[src/rtl/dflow_gen_sequencer.sv]
// Store-then-replay sequencer for a QDR data-flow core: calibrate, reset, store once, replay N passes.
// Optional watchdog on CAL/STORE/REPLAY is compiled in with DFLOW_SEQ_TIMEOUT_EN.
module dflow_gen_sequencer #(
    parameter int unsigned QDR_ADDR_WIDTH = 19,
    parameter int unsigned LOOP_WIDTH     = 16,
    parameter int unsigned RST_CYCLES     = 8,
    parameter int unsigned TIMEOUT_WIDTH  = 24
) (
    input  logic                      qdr_clk,
    input  logic                      resetn,
    input  logic                      cmd_go,
    input  logic                      cmd_abort,
    input  logic [QDR_ADDR_WIDTH-1:0] cfg_addr_low,
    input  logic [QDR_ADDR_WIDTH-1:0] cfg_addr_high,
    input  logic [LOOP_WIDTH-1:0]     cfg_loops,
    input  logic [TIMEOUT_WIDTH-1:0]  cfg_timeout,
    input  logic                      init_calib_complete,
    input  logic                      compelete_store,
    input  logic                      compelete_replay,
    output logic                      sw_rst,
    output logic                      start_store,
    output logic                      start_replay,
    output logic [QDR_ADDR_WIDTH-1:0] mem_addr_low,
    output logic [QDR_ADDR_WIDTH-1:0] mem_addr_high,
    output logic                      busy,
    output logic                      done,
    output logic                      error,
    output logic [1:0]                err_code,
    output logic [LOOP_WIDTH-1:0]     loop_cnt,
    output logic [2:0]                state
);
    localparam int unsigned      CNT_W    = $clog2(RST_CYCLES + 1);
    localparam logic [CNT_W-1:0] CNT_LAST = CNT_W'(RST_CYCLES - 1);

    typedef enum logic [2:0] {
        S_IDLE   = 3'd0,
        S_CAL    = 3'd1,
        S_RST    = 3'd2,
        S_STORE  = 3'd3,
        S_REPLAY = 3'd4,
        S_GAP    = 3'd5,
        S_DONE   = 3'd6,
        S_ERR    = 3'd7
    } state_t;

    state_t                    state_q, state_d;
    logic [CNT_W-1:0]          cnt_q, cnt_d;
    logic                      armed_q, armed_d;
    logic [LOOP_WIDTH-1:0]     loops_q, loops_d;
    logic [LOOP_WIDTH-1:0]     loop_cnt_d, loop_inc;
    logic [QDR_ADDR_WIDTH-1:0] addr_low_d, addr_high_d;
    logic                      done_d, error_d;
    logic [1:0]                err_code_d;

`ifdef DFLOW_SEQ_TIMEOUT_EN
    logic [TIMEOUT_WIDTH-1:0]  wd_q, wd_d, to_q, to_d;
`else
    logic                      unused_timeout;
    assign unused_timeout = ^cfg_timeout;
`endif

    assign state = state_q;

    // Next-state and next-value logic for every register
    always_comb begin
        state_d     = state_q;
        cnt_d       = ((state_q == S_RST) || (state_q == S_ERR)) ? cnt_q + 1'b1 : cnt_q;
        armed_d     = armed_q;
        loops_d     = loops_q;
        loop_cnt_d  = loop_cnt;
        loop_inc    = (loop_cnt == '1) ? loop_cnt : loop_cnt + 1'b1;
        addr_low_d  = mem_addr_low;
        addr_high_d = mem_addr_high;
        done_d      = done;
        error_d     = error;
        err_code_d  = err_code;
`ifdef DFLOW_SEQ_TIMEOUT_EN
        wd_d        = wd_q + 1'b1;
        to_d        = to_q;
`endif
        case (state_q)
            S_IDLE: begin
                if (cmd_go) begin
                    addr_low_d  = cfg_addr_low;
                    addr_high_d = cfg_addr_high;
                    loops_d     = cfg_loops;
`ifdef DFLOW_SEQ_TIMEOUT_EN
                    to_d        = cfg_timeout;
`endif
                    done_d      = 1'b0;
                    error_d     = 1'b0;
                    err_code_d  = 2'd0;
                    loop_cnt_d  = '0;
                    if ((cfg_addr_low > cfg_addr_high) || (cfg_loops == '0)) begin
                        state_d    = S_ERR;
                        err_code_d = 2'd1;
                    end else begin
                        state_d = S_CAL;
                    end
                end
            end
            S_CAL: begin
                if (cmd_abort) begin
                    state_d    = S_ERR;
                    err_code_d = 2'd3;
                end else if (init_calib_complete) begin
                    state_d = S_RST;
                end
            end
            S_RST: begin
                if (cmd_abort) begin
                    state_d    = S_ERR;
                    err_code_d = 2'd3;
                end else if (cnt_q == CNT_LAST) begin
                    state_d = S_STORE;
                end
            end
            S_STORE: begin
                if (cmd_abort) begin
                    state_d    = S_ERR;
                    err_code_d = 2'd3;
                end else if (compelete_store && armed_q) begin
                    state_d = S_GAP;
                end else if (!compelete_store) begin
                    armed_d = 1'b1;
                end
            end
            S_GAP: begin
                if (cmd_abort) begin
                    state_d    = S_ERR;
                    err_code_d = 2'd3;
                end else begin
                    state_d = S_REPLAY;
                end
            end
            S_REPLAY: begin
                if (cmd_abort) begin
                    state_d    = S_ERR;
                    err_code_d = 2'd3;
                end else if (compelete_replay && armed_q) begin
                    loop_cnt_d = loop_inc;
                    state_d    = (loop_inc < loops_q) ? S_GAP : S_DONE;
                end else if (!compelete_replay) begin
                    armed_d = 1'b1;
                end
            end
            S_DONE: state_d = S_IDLE;
            S_ERR: begin
                if (cnt_q == CNT_LAST) begin
                    state_d = S_IDLE;
                end
            end
            default: state_d = S_IDLE;
        endcase

`ifdef DFLOW_SEQ_TIMEOUT_EN
        // Watchdog only fires when nothing else moved the FSM this cycle
        if ((state_d == state_q) && (to_q != '0) && (wd_q == to_q - 1'b1) &&
            ((state_q == S_CAL) || (state_q == S_STORE) || (state_q == S_REPLAY))) begin
            state_d    = S_ERR;
            err_code_d = 2'd2;
        end
        if (state_d != state_q) begin
            wd_d = '0;
        end
`endif

        // A completion level already high at entry must go low before it counts
        if (state_d != state_q) begin
            cnt_d   = '0;
            armed_d = (state_d == S_STORE) ? !compelete_store : !compelete_replay;
        end
        if ((state_d == S_ERR) && (state_q != S_ERR)) begin
            error_d = 1'b1;
        end
        if (state_d == S_DONE) begin
            done_d = 1'b1;
        end
    end

    always_ff @(posedge qdr_clk) begin
        if (!resetn) begin
            state_q       <= S_IDLE;
            cnt_q         <= '0;
            armed_q       <= 1'b0;
            loops_q       <= '0;
            loop_cnt      <= '0;
            mem_addr_low  <= '0;
            mem_addr_high <= '0;
            done          <= 1'b0;
            error         <= 1'b0;
            err_code      <= 2'd0;
            sw_rst        <= 1'b0;
            start_store   <= 1'b0;
            start_replay  <= 1'b0;
            busy          <= 1'b0;
`ifdef DFLOW_SEQ_TIMEOUT_EN
            wd_q          <= '0;
            to_q          <= '0;
`endif
        end else begin
            state_q       <= state_d;
            cnt_q         <= cnt_d;
            armed_q       <= armed_d;
            loops_q       <= loops_d;
            loop_cnt      <= loop_cnt_d;
            mem_addr_low  <= addr_low_d;
            mem_addr_high <= addr_high_d;
            done          <= done_d;
            error         <= error_d;
            err_code      <= err_code_d;
            sw_rst        <= (state_d == S_RST) || (state_d == S_ERR);
            start_store   <= (state_d == S_STORE);
            start_replay  <= (state_d == S_REPLAY);
            busy          <= (state_d != S_IDLE) && (state_d != S_DONE) && (state_d != S_ERR);
`ifdef DFLOW_SEQ_TIMEOUT_EN
            wd_q          <= wd_d;
            to_q          <= to_d;
`endif
        end
    end
endmodule
[config.mk]
export PLATFORM = sky130hd
export DESIGN_NAME = dflow_gen_sequencer
export DESIGN_NICKNAME = d
export VERILOG_FILES = /design/src/rtl/dflow_gen_sequencer.sv
export SDC_FILE = /design/constraint.sdc
export NUM_CORES = 1
export LEC_CHECK = 0
export ABC_CLOCK_PERIOD_IN_PS = 10000
export BUFFER_PORTS_ARGS = -buffer_cell sky130_fd_sc_hd__buf_2
export CORE_MARGIN = 5
export CORE_UTILIZATION = 52
export DETAILED_ROUTE_END_ITERATION = 8
export MAX_ROUTING_LAYER = met4
export PLACE_DENSITY = 0.81
export SYNTH_ARGS = -nofsm -noshare
export SYNTH_HDL_FRONTEND = slang
export SYNTH_SLANG_ARGS = --single-unit
[constraint.sdc]
create_clock -name qdr_clk -period 10 [get_ports qdr_clk]
set_input_delay 1 -clock qdr_clk [delete_from_list [all_inputs] [get_ports qdr_clk]]
set_output_delay 1 -clock qdr_clk [all_outputs]
set_load 0.03 [all_outputs]
==> impl.org, run 1 <==
** Clock network
- Resized cells post-CTS :: 0
- TritonCTS Buffers :: 9
- For this design, the CTS-stage hold fixing added 0 buffers.
- TritonCTS built the clock tree.
- CTS HTree Levels :: 3
- The clock reaches the later pin of the worst-skew pair after 0.35 ns.
- Clk sink count :: 86
- Counting along the longest clock path gives a buffer depth of 2.
- Clock-pin slew was measured on the worst setup and hold paths at 0.09 ns.
- Post-CTS timing repair inserted 0 buffers for setup.
- CTS Root Buffer Type :: sky130_fd_sc_hd__clkbuf_8

** Route
- Number of nets still failing antenna checks after routing :: 0
- For this run, design rule violations remaining after detail routing come to 0.
- The final route contains 4576 vias.
- For this block, the initial DRC count from the detailed router was 184.
- Dividing the detail-routed via count by the number of cells gives 5.55.
- Routed length per instance :: 15.0 µm
- Pre-antenna DRT Iters :: 5
- Total Routed Length :: 12300 µm

** Finish
- The number of antenna diodes in the final layout is 0.
- After filler insertion, the fill cell instance count of the layout stands at 814.
- Relative to the synthesized area, the layout overhead comes to 17.6%.
- The post-route netlist has 20.9% of its cells at a drive strength greater than 1.
- The library cell used most frequently in the layout, excluding fill and tap cells, is sky130_fd_sc_hd__nand2_1.
- Leaving out fill and tap cells, the most frequent cells in the layout are sky130_fd_sc_hd__nand2_1, sky130_fd_sc_hd__buf_2, sky130_fd_sc_hd__dfxtp_1.
- In the final design database the tool counted 829 nets.

** STA
- Final setup violation count :: 0
- In this run the tightest slew margin relative to its limit is 23.8%.
- Timing would allow up to 0.209 GHz.
- Slew of the pin with the lowest slew margin :: 1.14 ns
- RSZ-0062 raised after global routing :: no
- The final critical path takes up 47.8% of the cycle.
- Setup total negative slack on the finished layout was measured at 0 ns.
- Min Clock Period, post-route :: 4.78 ns
- Final Hold Slack :: 0.469 ns
- On the final layout, the worst clock skew is 0.0136 ns.
- The count of endpoints failing hold in the final timing report is 0.
- Final-report max-slew violation count :: 0

** Yosys
- Average cell area after synthesis :: 7.90 µm²
- Number of storage elements in the synthesis netlist :: 86
- Most used flip-flop cell after synthesis :: sky130_fd_sc_hd__dfxtp_1
- Synthesis handed over a netlist of 604 instances.
- Cell Area, Synth :: 4770 µm²
- Number of nets produced by synthesis :: 725
- Async set-reset flop share out of synthesis :: 0%
- Count of distinct cell types in the synthesized netlist :: 52
- During synthesis, Yosys emitted a total of 0 warnings.
- Sequential area share after synthesis :: 36.1%
- Yosys mapped a number of flops with a built-in enable equal to 0.

** Floorplanning
- Site Rows :: 35
- Number of top-level design ports :: 150
- In this run the vertical extent of the chip is 106 µm.
- After floorplanning, the core was sized to cover 9110 µm².
- The die is 106 µm wide.
- Starting density of the core :: 52.4%
- Die Footprint :: 11200 µm²

** Pwr
- Part of the power in the clock network :: 19.2%
- The internal power of the cells totals 712 µW.
- Power spread over the standard cell area amounts to 226 nW/µm².
- Static Leakage :: 0.00253 µW
- Per report_power, the combinational group accounts for 44.7% of the total.
- Switching pwr :: 558 µW
- Net switching share of the total power :: 43.9%
- Per report_power, the sequential group accounts for 36.1% of the total.
- IR analysis of the VDD net gives a maximum drop of 0.000118 V.

** Setup path
- The worst setup path is captured at a flip-flop.
- Broken down by cell family, the worst path's largest delay share belongs to simple AND/OR/NAND/NOR gates.
- The slowest stage of the critical path belongs to the cell sky130_fd_sc_hd__nor4b_1.
- Worst Setup Path Type :: flip-flop to flip-flop
- Crit path largest cell delay :: 0.73 ns
- At the worst endpoint, the arrival time is 5.04 ns.
- STA puts the critical path data required time at 10.25 ns.
- The signal on the critical path passes through ha_1 > nand3_1 > nor4_4 > nor2_2 > nor4b_1 > and3_1 > nand3_1 > xnor2_1 > ha_1 > and4_1 > a2111oi_0 > o21ai_0 > nor2_2 > o221ai_2 > xnor2_2 > and3_1 > o211a_1.
- STA classifies the critical path startpoint as a flip-flop.
- The critical path contains buffers and inverters numbering 0 combined.
- Biggest fanout along the worst timing path :: 7

** Job
- Max-capacitance violation count :: 0

** Global route
- Wire length of the first global-routing pass :: 20700 µm
- Antenna violations before repair :: 0
- Via count of the first global-routing pass :: 4554
- Largest net degree at the start of global routing :: 82
- For this run, the total global-route usage over all layers was measured as 22.9%.
- Aggregate global routing overflow :: 0

** Status
- Run status :: completed

** Min path
- Min-Delay Path Class :: flip-flop to flip-flop

** Placed design
- At the end of routability-driven placement, the weighted congestion stood at 0.935.
- During placement, the flow inserted port buffers numbering 125.
- HPWL Detailed :: 9280 µm
[path summary, 6_finish.rpt]
path	startpoint	to	slack, ns	depth (start not counted)
max reg2reg	loop_cnt[0]$_SDFFE_PN0P_	armed_q$_SDFFE_PN0P_	5.22	17
max	loop_cnt[0]$_SDFFE_PN0P_	armed_q$_SDFFE_PN0P_	5.22	17
min	mem_addr_high[5]$_SDFFE_PN0P_	mem_addr_high[5]$_SDFFE_PN0P_	0.47	2
min reg2reg	mem_addr_high[5]$_SDFFE_PN0P_	mem_addr_high[5]$_SDFFE_PN0P_	0.47	2
[cells by family (layout without fill, tap and decap cells)]
kind of cell               count (synthesis)  after routing  share of synthesized area, %
xor gates and xnor gates                  17             17                          3.28
adders and majority gates                 36             36                          9.44
muxes                                      2              2                         0.420
DFF                                       86             86                          36.1
buffers and inverters                     75            184                          5.93
AOI/OAI and AO/OA                        134            134                          20.1
and+or+nand+nor                          254            254                          24.8
[sequential cells by signal, summed over array words and instances (netlist names), 2 cells and up]
register       count
mem_addr_high     19
state              3
loop_cnt          16
loops_q           16
cnt_q              4
mem_addr_low      19
err_code           2
[power by group through the flow]
stage | Combinational [µW] | Sequential (µW) | Clock (µW)
after global routing | 631 | 470 | 268
after CTS | 572 | 458 | 250
after detailed placement | 569 | 465 | 0
after global placement | 560 | 463 | 0
final | 568 | 458 | 243
after floorplan | 341 | 547 | 0
[worst min-delay path: stages, from the launching register on]
cell and delay [ns]:
sky130_fd_sc_hd__dfxtp_1 0.32, sky130_fd_sc_hd__nand2_1 0.05, sky130_fd_sc_hd__a21boi_0 0.06
[metal layers]
layer | vias to the layer above | track usage [%] | share of wire [%]
met3 | 20 | 5.70 | 7.5
met2 | 157 | 38.4 | 48
met1 | 2123 | 27.4 | 43
li1 | 2276 | - | -
met5 | - | - | 0
met4 | 0 | 6.66 | 1.9
[synthesized netlist by cell type (2+ instances only)]
master                      number  area [µm²]
sky130_fd_sc_hd__nor2_1         28         105
sky130_fd_sc_hd__nor2_2          2        12.5
sky130_fd_sc_hd__nor2b_1        14        87.6
sky130_fd_sc_hd__nand2_1       134         503
sky130_fd_sc_hd__buf_1           3        11.3
sky130_fd_sc_hd__xor2_1          7        61.3
sky130_fd_sc_hd__a2111oi_0       2        17.5
sky130_fd_sc_hd__nand4_1         9        56.3
sky130_fd_sc_hd__o32ai_1         2        17.5
sky130_fd_sc_hd__nor3_1          9        45.0
sky130_fd_sc_hd__a21boi_0       56         420
sky130_fd_sc_hd__a22oi_1        11        82.6
sky130_fd_sc_hd__o31a_1          2        17.5
sky130_fd_sc_hd__o311ai_0        2        17.5
sky130_fd_sc_hd__mux2i_1         2        20.0
sky130_fd_sc_hd__and3_1          7        43.8
sky130_fd_sc_hd__and2_1          6        37.5
sky130_fd_sc_hd__nand3_1        20         100
sky130_fd_sc_hd__a211oi_1        3        22.5
sky130_fd_sc_hd__o211ai_1        3        22.5
sky130_fd_sc_hd__o21ai_0        12        60.1
sky130_fd_sc_hd__o21a_1          5        37.5
sky130_fd_sc_hd__nand2b_1        2        12.5
sky130_fd_sc_hd__nor4_1          7        43.8
sky130_fd_sc_hd__xnor2_1         9        78.8
sky130_fd_sc_hd__ha_1           36         450
sky130_fd_sc_hd__or3_1           5        31.3
sky130_fd_sc_hd__a21o_1          3        22.5
sky130_fd_sc_hd__dfxtp_1        86        1720
sky130_fd_sc_hd__clkbuf_1       28         105
sky130_fd_sc_hd__a21oi_1        20         100
sky130_fd_sc_hd__inv_1          43         161
sky130_fd_sc_hd__or2_2           2        12.5
sky130_fd_sc_hd__and4_1          2        17.5
sky130_fd_sc_hd__o211a_1         3        30.0
sky130_fd_sc_hd__o31ai_1         2        15.0
sky130_fd_sc_hd__o22ai_1         2        12.5
[metrics by stage]
stage	worst slack, ns	util [%]	std cells	cell area [µm²]	power [µW]
after floorplan	5.83	-	604	4770	888
after global placement	5.26	59.5	808	5420	1020
after detailed placement	5.18	59.5	808	5420	1030
after CTS	5.16	61.6	824	5610	1280
after global routing	4.74	61.6	824	5610	1370
final	5.22	61.6	824	5610	1270
[layout make-up]
type | count | area, µm² | share of cell area [%]
sequential | 86 | 1720 | 30.7
multi-input combinational | 443 | 2770 | 49.4
clock buffer | 11 | 131 | 2.34
inverter | 43 | 161 | 2.88
timing repair buffer | 125 | 626 | 11.2
clock inverter | 5 | 60.1 | 1.07
tap | 111 | 139 | 2.48
(Power assumes the default switching activity.)
==> run 2, diff against run 1 <==
- ABC_CLOCK_PERIOD_IN_PS: 10000 -> 3900
- CORE_UTILIZATION: 52 -> 47
- PLACE_DENSITY: 0.81 -> 0.77
- clock period: 10 -> 3.9 ns (I/O delays scaled with it)
==> run 2 against run 1 <==
Cell area is 6.2% higher. Non-clock buffer count increased by 25. Sequential power increased to 2.6 times the previous value. Critical path type unchanged. Sequential share of layout area fell by 1.6 points. Critical path depth is the same. Die area rose by 9.6%. Wire length is 7.2% higher. Cell count is 5.7% higher. Largest cell class unchanged. Register-to-register slack worse by 5.0 ns. Utilization decreased by 0.93 points. Clock skew rose by 0.0028 ns.
==> impl.org, run 2 (synthesis gave the netlist of run 1 again) <==
** Setup path
- The critical path's largest stage delay came to 0.33 ns (-0.40 ns).
- CP cell instances :: ha_1 > nand3_2 > nor4_4 > nor2_2 > nor4b_4 > and3_4 > nand3_2 > xnor2_1 > ha_1 > and4_2 > a2111oi_4 > o21ai_1 > nor2_2 > o221ai_4 > xnor2_2 > and3_1 > o211a_1
- In this design, the largest share of critical-path delay is due to simple AND/OR/NAND/NOR gates.
- CP max stage cell :: sky130_fd_sc_hd__dfxtp_2
- The setup path with the least slack is of type flip-flop to flip-flop.
- The worst path required time was 4.16 ns (-6.09 ns).
- Worst R2R Setup Slack :: 0.24 ns (-4.97 ns)
- In this run the critical register-to-register path is launched from loop_cnt[0]$_SDFFE_PN0P_.
- Crit Reg-Reg Endpoint :: armed_q$_SDFFE_PN0P_
- Crit start category :: flip-flop
- The peak fanout along the critical path came to 3 (-4).
- Data arrival at the endpoint of the critical path :: 3.92 ns (-1.12 ns)
- Crit path buffers/inverters :: 0 (unchanged)
- Number of cells on the worst reg-to-reg path :: 17 (unchanged)
- STA classifies the critical path endpoint as a flip-flop.

** Clock network
- The number of CTS-inserted buffers came to 9 (unchanged).
- Clock Latency Late Sink :: 0.37 ns (+0.02 ns)
- The TritonCTS sink count is 86 (unchanged).
- Maximum number of buffers from clock root to sink :: 2 (unchanged)
- TritonCTS built the clock tree.
- CTS Root Buffer Type :: sky130_fd_sc_hd__clkbuf_8
- The H-tree depth reported by CTS was 3 (unchanged).
- The clock slew at the register clock pins of the worst setup and hold paths came to 0.10 ns (about the same).

** Route
- The violation count after the first detailed-route iteration is 324 (+76%).
- Via count normalized by instance count :: 5.42 (-2.5%)
- Number of nets still failing antenna checks after routing :: 0 (unchanged)
- Pre-antenna DRT Iters :: 5 (unchanged)
- The DRC violations left was 0 (unchanged).
- The total wirelength of the detailed-routed design is 13200 µm (+7.2%).
- Routed length per instance :: 15.2 µm (+1.4%)
- The total vias in the final route is 4717 (+3.1%).

** Finish
- Ratio of cells with drive above 1 in the final layout :: 26.4% (+5.5 points)
- Fill cell count :: 903 (+11%)
- The number of diodes came to 0 (unchanged).
- Core Util, Final :: 60.6% (-0.93 points)
- Multi-input combinational cell area :: 2880 µm² (+4.2%)
- Commonest non-fill, non-tap cells in the layout :: sky130_fd_sc_hd__nand2_1, sky130_fd_sc_hd__buf_2, sky130_fd_sc_hd__dfxtp_1
- Leading cell type in the layout, fill and taps excluded :: sky130_fd_sc_hd__nand2_1
- The number of nets in the layout came to 854 (+3.0%).
- The final cell area excluding filler cells was 5950 µm² (+6.2%).
- Post-synthesis to final-layout area growth :: 24.8%
- The flip-flop and latch area is 1730 µm² (+0.58%).
- The largest registers in the layout are mem_addr_high x19, mem_addr_low x19.

** Global route
- The maximum number of pins on one net before global-route repair was 58 (-29%).
- Gr usage total :: 21.6% (-1.3 points)
- Antenna violations before repair :: 0 (unchanged)
- Aggregate global routing overflow :: 0 (unchanged)
- The number of global-route vias before repair was 4750 (+4.3%).
- The first-pass GRT wire length came to 21600 µm (+4.1%).

** STA
- The post-layout minimum cycle time was 3.66 ns (-1.13 ns).
- Final setup violation count :: 0 (unchanged)
- The worst hold slack after final layout is 0.266 ns (-0.203 ns).
- Final number of hold-violating endpoints :: 0 (unchanged)
- The final setup skew was 0.0163 ns (+0.00276 ns).
- Final-report max-slew violation count :: 0 (unchanged)
- The max-slew headroom at the worst pin is 30.8% (+7.0 points).
- Slew of the pin with the lowest slew margin :: 1.03 ns (-0.108 ns)
- The post-route clock period utilization came to 93.8% (+46 points).
- The maximum operating frequency came to 0.273 GHz (+31%).

** Placed design
- The final weighted congestion in routability-driven placement came to 0.878 (-6.0%).
- Placement Cell Area :: 5640 µm² (+4.0%)
- The number of input and output port buffers inserted was 125 (unchanged).
- The detailed placement HPWL was 9910 µm (+6.8%).

** Floorplanning
- Starting density of the core :: 48.6% (-3.8 points)
- Placeable core area :: 9820 µm² (+7.8%)
- The I/O pin total came to 150 (unchanged).
- The die area came to 12300 µm² (+9.6%).
- Floorplan die height :: 111 µm (+4.7%)
- The number of rows in the core area is 36 (+2.9%).
- The die outline width came to 111 µm (+4.7%).

** Min path
- Hold worst-path end :: loops_q[11]$_SDFFE_PN0P_
- Min-Delay Path Class :: primary input to flip-flop
- Worst hold start :: cfg_loops[11]
- Cell depth of the worst hold path :: 3 (+1)

** Status
- The run finished with clean final reports.

** Pwr
- The peak supply drop is 0.000291 V (+150%).
- The power per unit of standard cell area was 570 nW/µm² (+150%).
- Static Leakage :: 0.00270 µW (+6.8%)

** Job
- The max-cap check violation count is 0 (unchanged).
-- run 2: changes by cell type in the layout (fill, tap and decap cells not counted), moves of 2 or more --
cell | before | now
sky130_fd_sc_hd__nand3_2 | 0 | 2
sky130_fd_sc_hd__o21ai_1 | 0 | 2
sky130_fd_sc_hd__dfxtp_2 | 0 | 5
sky130_fd_sc_hd__buf_4 | 0 | 25
sky130_fd_sc_hd__dfxtp_1 | 86 | 80
sky130_fd_sc_hd__o21ai_0 | 12 | 10
sky130_fd_sc_hd__clkinvlp_4 | 1 | 3
sky130_fd_sc_hd__nand3_1 | 20 | 18
-- run 2: report_power, final --
part / switching, µW / internal (µW)
Clock: 342 / 299
Combinational: 1030 / 548
Sequential: 129 / 1050
Total: 1500 / 1900
-- run 2: worst max path at each step --
stage                                    startpoint                     to  slack, ns  depth (start not counted)
after floorplan           loop_cnt[12]$_SDFFE_PN0P_   armed_q$_SDFFE_PN0P_      0.003                         17
after global placement     loop_cnt[0]$_SDFFE_PN0P_   armed_q$_SDFFE_PN0P_       0.05                         17
after detailed placement   loop_cnt[0]$_SDFFE_PN0P_   armed_q$_SDFFE_PN0P_      -0.03                         17
after CTS                  loop_cnt[0]$_SDFFE_PN0P_   armed_q$_SDFFE_PN0P_       0.02                         16
after global routing       loop_cnt[0]$_SDFFE_PN0P_  cnt_q[1]$_SDFFE_PP0P_     -0.005                         17
final                      loop_cnt[0]$_SDFFE_PN0P_   armed_q$_SDFFE_PN0P_       0.24                         17
-- run 2: through the flow --
stage / setup WS, ns / power, µW / setup TNS (ns) / instances
2_1_floorplan: 0.00261 / 2280 / 0 / 604
3_3_place_gp: 0.0549 / 2650 / 0 / 854
3_5_place_dp: -0.0337 / 2690 / -0.0337 / 854
4_1_cts: 0.0225 / 3340 / 0 / 870
5_1_grt: -0.00547 / 3620 / -0.00547 / 871
6_report: 0.241 / 3390 / 0 / 871
-- run 2: worst register-to-register path: stages (launching register included) --
cell and delay (ns):
sky130_fd_sc_hd__dfxtp_2 0.33, sky130_fd_sc_hd__ha_1 0.21, sky130_fd_sc_hd__nand3_2 0.12, sky130_fd_sc_hd__nor4_4 0.05
sky130_fd_sc_hd__nor2_2 0.12, sky130_fd_sc_hd__nor4b_4 0.27, sky130_fd_sc_hd__and3_4 0.24, sky130_fd_sc_hd__nand3_2 0.09
sky130_fd_sc_hd__xnor2_1 0.23, sky130_fd_sc_hd__ha_1 0.27, sky130_fd_sc_hd__and4_2 0.22, sky130_fd_sc_hd__a2111oi_4 0.29
sky130_fd_sc_hd__o21ai_1 0.12, sky130_fd_sc_hd__nor2_2 0.22, sky130_fd_sc_hd__o221ai_4 0.16, sky130_fd_sc_hd__xnor2_2 0.19
sky130_fd_sc_hd__and3_1 0.20, sky130_fd_sc_hd__o211a_1 0.21
-- run 2: area by class of cell --
type	count	share of cell area (%)
flip-flops and latches	86	29.1
inverters	43	2.71
well taps	133	2.79
clock inverters	6	1.18
multi-input cells	443	48.4
repair buffers	150	13.7
clock buffers	10	2.14
-- run 2: layer usage --
layer / global-route usage [%] / routed length (µm) / vias to the layer above
met3: 4.69 / 783 / 19
met4: 8.70 / 237 / 0
li1: - / - / 2320
met1: 24.4 / 5550 / 2218
met2: 37.2 / 6630 / 160
met5: - / 0 / -
-- run 2: repair_timing --
item                       in CTS  in global routing
pin swaps                       0                 12
hold buffers                    0                  0
setup buffers                   0                  1
setup endpoints to repair       6                 12
resized for setup               2                 22
==> run 3, diff against run 2 <==
- ABC_AREA: not set -> 1
- CORE_UTILIZATION: 47 -> 46
==> run 3 against run 2 <==
Total power grew 4.1%. Sequential power grew 7%. Via count shrank 4.5%. Sequential cell count is the same. Clock power grew 0.8%. Register-to-register slack gained 0.13 ns. Worst setup slack gained 0.13 ns. Critical endpoint is now cnt_q[0]$_SDFFE_PP0P_.
==> impl.org, run 3 <==
** Status
- The flow ran to the end, and the final reports show no timing, DRC or antenna violations.

** Finish
- The final cell area excluding filler cells is 5460 µm² (-8.3%).
- The number of nets in the layout was 864 (+1.2%).
- Leading cell type in the layout, fill and taps excluded :: sky130_fd_sc_hd__buf_2
- The filler cell count in the final layout was 932 (+3.2%).
- Registers with the most flip-flops :: mem_addr_high x19, mem_addr_low x19
- The number of diodes was 0 (unchanged).
- Commonest non-fill, non-tap cells in the layout :: sky130_fd_sc_hd__buf_2, sky130_fd_sc_hd__nand2_1, sky130_fd_sc_hd__dfxtp_1
- The utilization after layout came to 56.4% (-4.2 points).
- Compared with the post-synthesis result, the final layout area differs by 21.1%.
- The layout cell share with drive strength beyond 1 came to 22.6% (-3.8 points).

** Route
- The violation count after the first detailed-route iteration was 256 (-21%).
- The total wirelength of the detailed-routed design is 12200 µm (-7.6%).
- Routed length per instance :: 13.8 µm (-8.7%)
- Detailed-route via count :: 4504 (-4.5%)
- Pre-antenna DRT Iters :: 5 (unchanged)
- Number of nets still failing antenna checks after routing :: 0 (unchanged)
- Via count normalized by instance count :: 5.11 (-5.6%)
- Residual DRC :: 0 (unchanged)

** Floorplanning
- Die W :: 109 µm (-1.5%)
- Floorplan die height :: 109 µm (-1.5%)
- Number of top-level design ports :: 150 (unchanged)
- Die Footprint :: 11900 µm² (-3.0%)
- The area inside the core boundary came to 9680 µm² (-1.4%).
- Site Rows :: 36 (unchanged)
- The initial standard-cell utilization of the core was 46.6% (-2.0 points).

** Yosys
- Cell Area, Synth :: 4510 µm² (-5.4%)
- Library cell occupying the most area in the post-synthesis netlist :: sky130_fd_sc_hd__dfxtp_1
- Number of instances in the synthesized netlist :: 625 (+3.5%)
- The number of nets in the synthesized netlist came to 746 (+2.9%).
- Number of enable flip-flop cells after synthesis :: 0 (unchanged)
- Average cell area after synthesis :: 7.22 µm² (-8.6%)
- The sequential-to-total area share from yosys stat was 38.2% (+2.1 points).
- Synth top area cells :: sky130_fd_sc_hd__dfxtp_1, sky130_fd_sc_hd__ha_1, sky130_fd_sc_hd__a21oi_1, sky130_fd_sc_hd__nand2_1, sky130_fd_sc_hd__o21ai_0
- Post-synth top area share :: 38.2% (+2.1 points)
- The total of flip-flops plus latches after synthesis came to 86 (unchanged).
- Most used flip-flop cell after synthesis :: sky130_fd_sc_hd__dfxtp_1
- The distinct cell type count of the synthesized netlist is 37 (-29%).
- By count the netlist is led by sky130_fd_sc_hd__nand2_1, sky130_fd_sc_hd__dfxtp_1, sky130_fd_sc_hd__a21oi_1.
- The count of synthesis-stage warnings from yosys was 0 (unchanged).
- Yosys instantiated no cell more often than sky130_fd_sc_hd__nand2_1.
- The share of flip-flops with an asynchronous set or reset came to 0% (unchanged).

** Setup path
- The worst path required time came to 4.13 ns (-0.03 ns).
- STA classifies the critical path startpoint as a flip-flop.
- Endpoint kind of the worst setup timing path :: flip-flop
- Data arrival at the endpoint of the critical path :: 3.76 ns (-0.16 ns)
- The critical path is of the flip-flop to flip-flop type.
- Biggest fanout along the worst timing path :: 7 (+4)

** STA
- Setup repair after global routing left no endpoint under its margin.
- The maximum operating frequency came to 0.284 GHz (+3.8%).
- Setup tns final :: 0 ns (unchanged)
- Min setup slack post-route :: 0.376 ns (+0.134 ns)
- The final setup skew came to 0.0123 ns (-0.00408 ns).
- Final setup violation count :: 0 (unchanged)
- Final number of hold-violating endpoints :: 0 (unchanged)
- The max-slew headroom at the worst pin is 45.1% (+14 points).
- Slew of the pin with the lowest slew margin :: 0.822 ns (-0.212 ns)
- The post-route clock period utilization is 90.4% (-3.4 points).
- The total count of max-transition violations in the final report came to 0 (unchanged).
- The post-layout minimum cycle time came to 3.52 ns (-0.134 ns).

** Pwr
- The peak supply drop was 0.000326 V (+12%).
- Areal power density over the cells :: 647 nW/µm² (+13%)
- The static power due to leakage came to 0.00266 µW (-1.4%).

** Placed design
- The final weighted congestion in routability-driven placement came to 0.891 (+1.5%).
- IO buf count :: 125 (unchanged)
- The detailed placement HPWL was 9160 µm (-7.6%).
- The post-placement worst setup slack was 0.317 ns (+0.350 ns).
- Placement Cell Area :: 5250 µm² (-6.9%)

** Global route
- The overall overflow remaining after global route is 0 (unchanged).
- Gr usage total :: 21.6% (about the same)
- Antenna violations before repair :: 0 (unchanged)
- Via count of the first global-routing pass :: 4424 (-6.9%)
- Largest net degree at the start of global routing :: 61 (+5.2%)
- Wire length of the first global-routing pass :: 19900 µm (-7.8%)

** Job
- Max-capacitance violation count :: 0 (unchanged)

** Clock network
- CTS HTree Levels :: 3 (unchanged)
- The buffer depth of the longest clock path came to 2 (unchanged).
- Clock tree from TritonCTS :: built
- Clk sink count :: 86 (unchanged)
- Clk pin slew, worst setup/hold paths :: 0.09 ns (about the same)
- TritonCTS Buffers :: 9 (unchanged)
- The source-to-sink clock delay at the later pin of the worst-skew pair is 0.35 ns (-0.02 ns).
- Clock tree synthesis selected as its root buffer the cell sky130_fd_sc_hd__clkbuf_8.

** Min path
- In this run the worst hold path is classified as primary input to flip-flop.
==> run 3: cell types whose count changed after synthesis, moves of 6 or more <==
cell	previous run	this run
sky130_fd_sc_hd__clkbuf_1	28	19
sky130_fd_sc_hd__inv_1	43	69
sky130_fd_sc_hd__nor2_1	28	76
sky130_fd_sc_hd__a22oi_1	11	0
sky130_fd_sc_hd__o21ai_0	12	65
sky130_fd_sc_hd__a21boi_0	56	0
sky130_fd_sc_hd__and3_1	7	0
sky130_fd_sc_hd__a21oi_1	20	77
sky130_fd_sc_hd__nor2b_1	14	0
sky130_fd_sc_hd__nand2_1	134	100
sky130_fd_sc_hd__inv_2	0	6
==> run 3: layout make-up <==
cell class / count / area [µm²] / share of cell area [%]
multi-input cells: 440 / 2420 / 44.4
flip-flops and latches: 86 / 1720 / 31.5
repair buffers: 130 / 663 / 12.1
inverters: 76 / 285 / 5.22
well taps: 133 / 166 / 3.05
clock buffers: 13 / 159 / 2.91
clock inverters: 3 / 42.5 / 0.779
==> run 3: path summary, 6_finish.rpt <==
check	startpoint	to	slack (ns)	depth (start not counted)
min	cfg_addr_low[16]	mem_addr_low[16]$_SDFFE_PN0P_	0.29	3
max reg2reg	loop_cnt[0]$_SDFFE_PN0P_	cnt_q[0]$_SDFFE_PP0P_	0.38	23
max	loop_cnt[0]$_SDFFE_PN0P_	cnt_q[0]$_SDFFE_PP0P_	0.38	23
min reg2reg	loops_q[3]$_SDFFE_PN0P_	loops_q[3]$_SDFFE_PN0P_	0.47	2
==> run 3: cell families after synthesis <==
group / synth area share, %
simple gates: 22.5
compound gates: 18.3
buf+inv: 8.46
flops: 38.2
fa+ha+maj: 9.98
xor+xnor: 2.52
==> run 3: worst max-delay path, cell delays in order (launching register included) <==
cell,delay [ns]
sky130_fd_sc_hd__dfxtp_1,0.44
sky130_fd_sc_hd__ha_1,0.21
sky130_fd_sc_hd__inv_1,0.07
sky130_fd_sc_hd__nor2_1,0.13
sky130_fd_sc_hd__nand2_2,0.10
sky130_fd_sc_hd__nor2_2,0.18
sky130_fd_sc_hd__inv_1,0.09
sky130_fd_sc_hd__nand4_1,0.13
sky130_fd_sc_hd__nand3b_1,0.15
sky130_fd_sc_hd__nor2_1,0.06
sky130_fd_sc_hd__xor2_1,0.23
sky130_fd_sc_hd__ha_1,0.31
sky130_fd_sc_hd__a21oi_1,0.16
sky130_fd_sc_hd__o221ai_1,0.15
sky130_fd_sc_hd__nor2_1,0.16
sky130_fd_sc_hd__nand3_1,0.10
sky130_fd_sc_hd__nand2_1,0.10
sky130_fd_sc_hd__nand3_2,0.17
sky130_fd_sc_hd__nand2_1,0.14
sky130_fd_sc_hd__nand2_2,0.06
sky130_fd_sc_hd__inv_2,0.06
sky130_fd_sc_hd__nor2_4,0.04
sky130_fd_sc_hd__nand2_2,0.12
sky130_fd_sc_hd__nor2_1,0.05
==> run 3: power by group <==
group	internal (µW)	leakage, µW	switching [µW]
Clock	331	0.0000996	315
Combinational	467	0.00186	1160
Sequential	1130	0.000705	130
Total	1930	0.00266	1610
==> run 3: timing repair <==
item | in CTS | in global routing
endpoints found under the setup margin | 0 | 9
hold buffers | 0 | 0
gates resized for setup | 0 | 2
setup buffers | 0 | 1
==> run 3: routing by layer <==
metal / share of wire, % / track usage (%) / up-vias
met5: 0 / - / -
met2: 48 / 36.0 / 174
met3: 7.2 / 4.80 / 13
met1: 44 / 26.5 / 2020
li1: - / - / 2297
met4: 1.1 / 5.77 / 0
==> run 3: stage by stage <==
stage | hold WS [ns] | std cells | power [µW]
2_1_floorplan | 0.435 | 625 | 2450
3_3_place_gp | 0.453 | 864 | 2840
3_5_place_dp | 0.453 | 864 | 2900
4_1_cts | 0.259 | 880 | 3560
5_1_grt | 0.278 | 881 | 3800
6_report | 0.286 | 881 | 3530
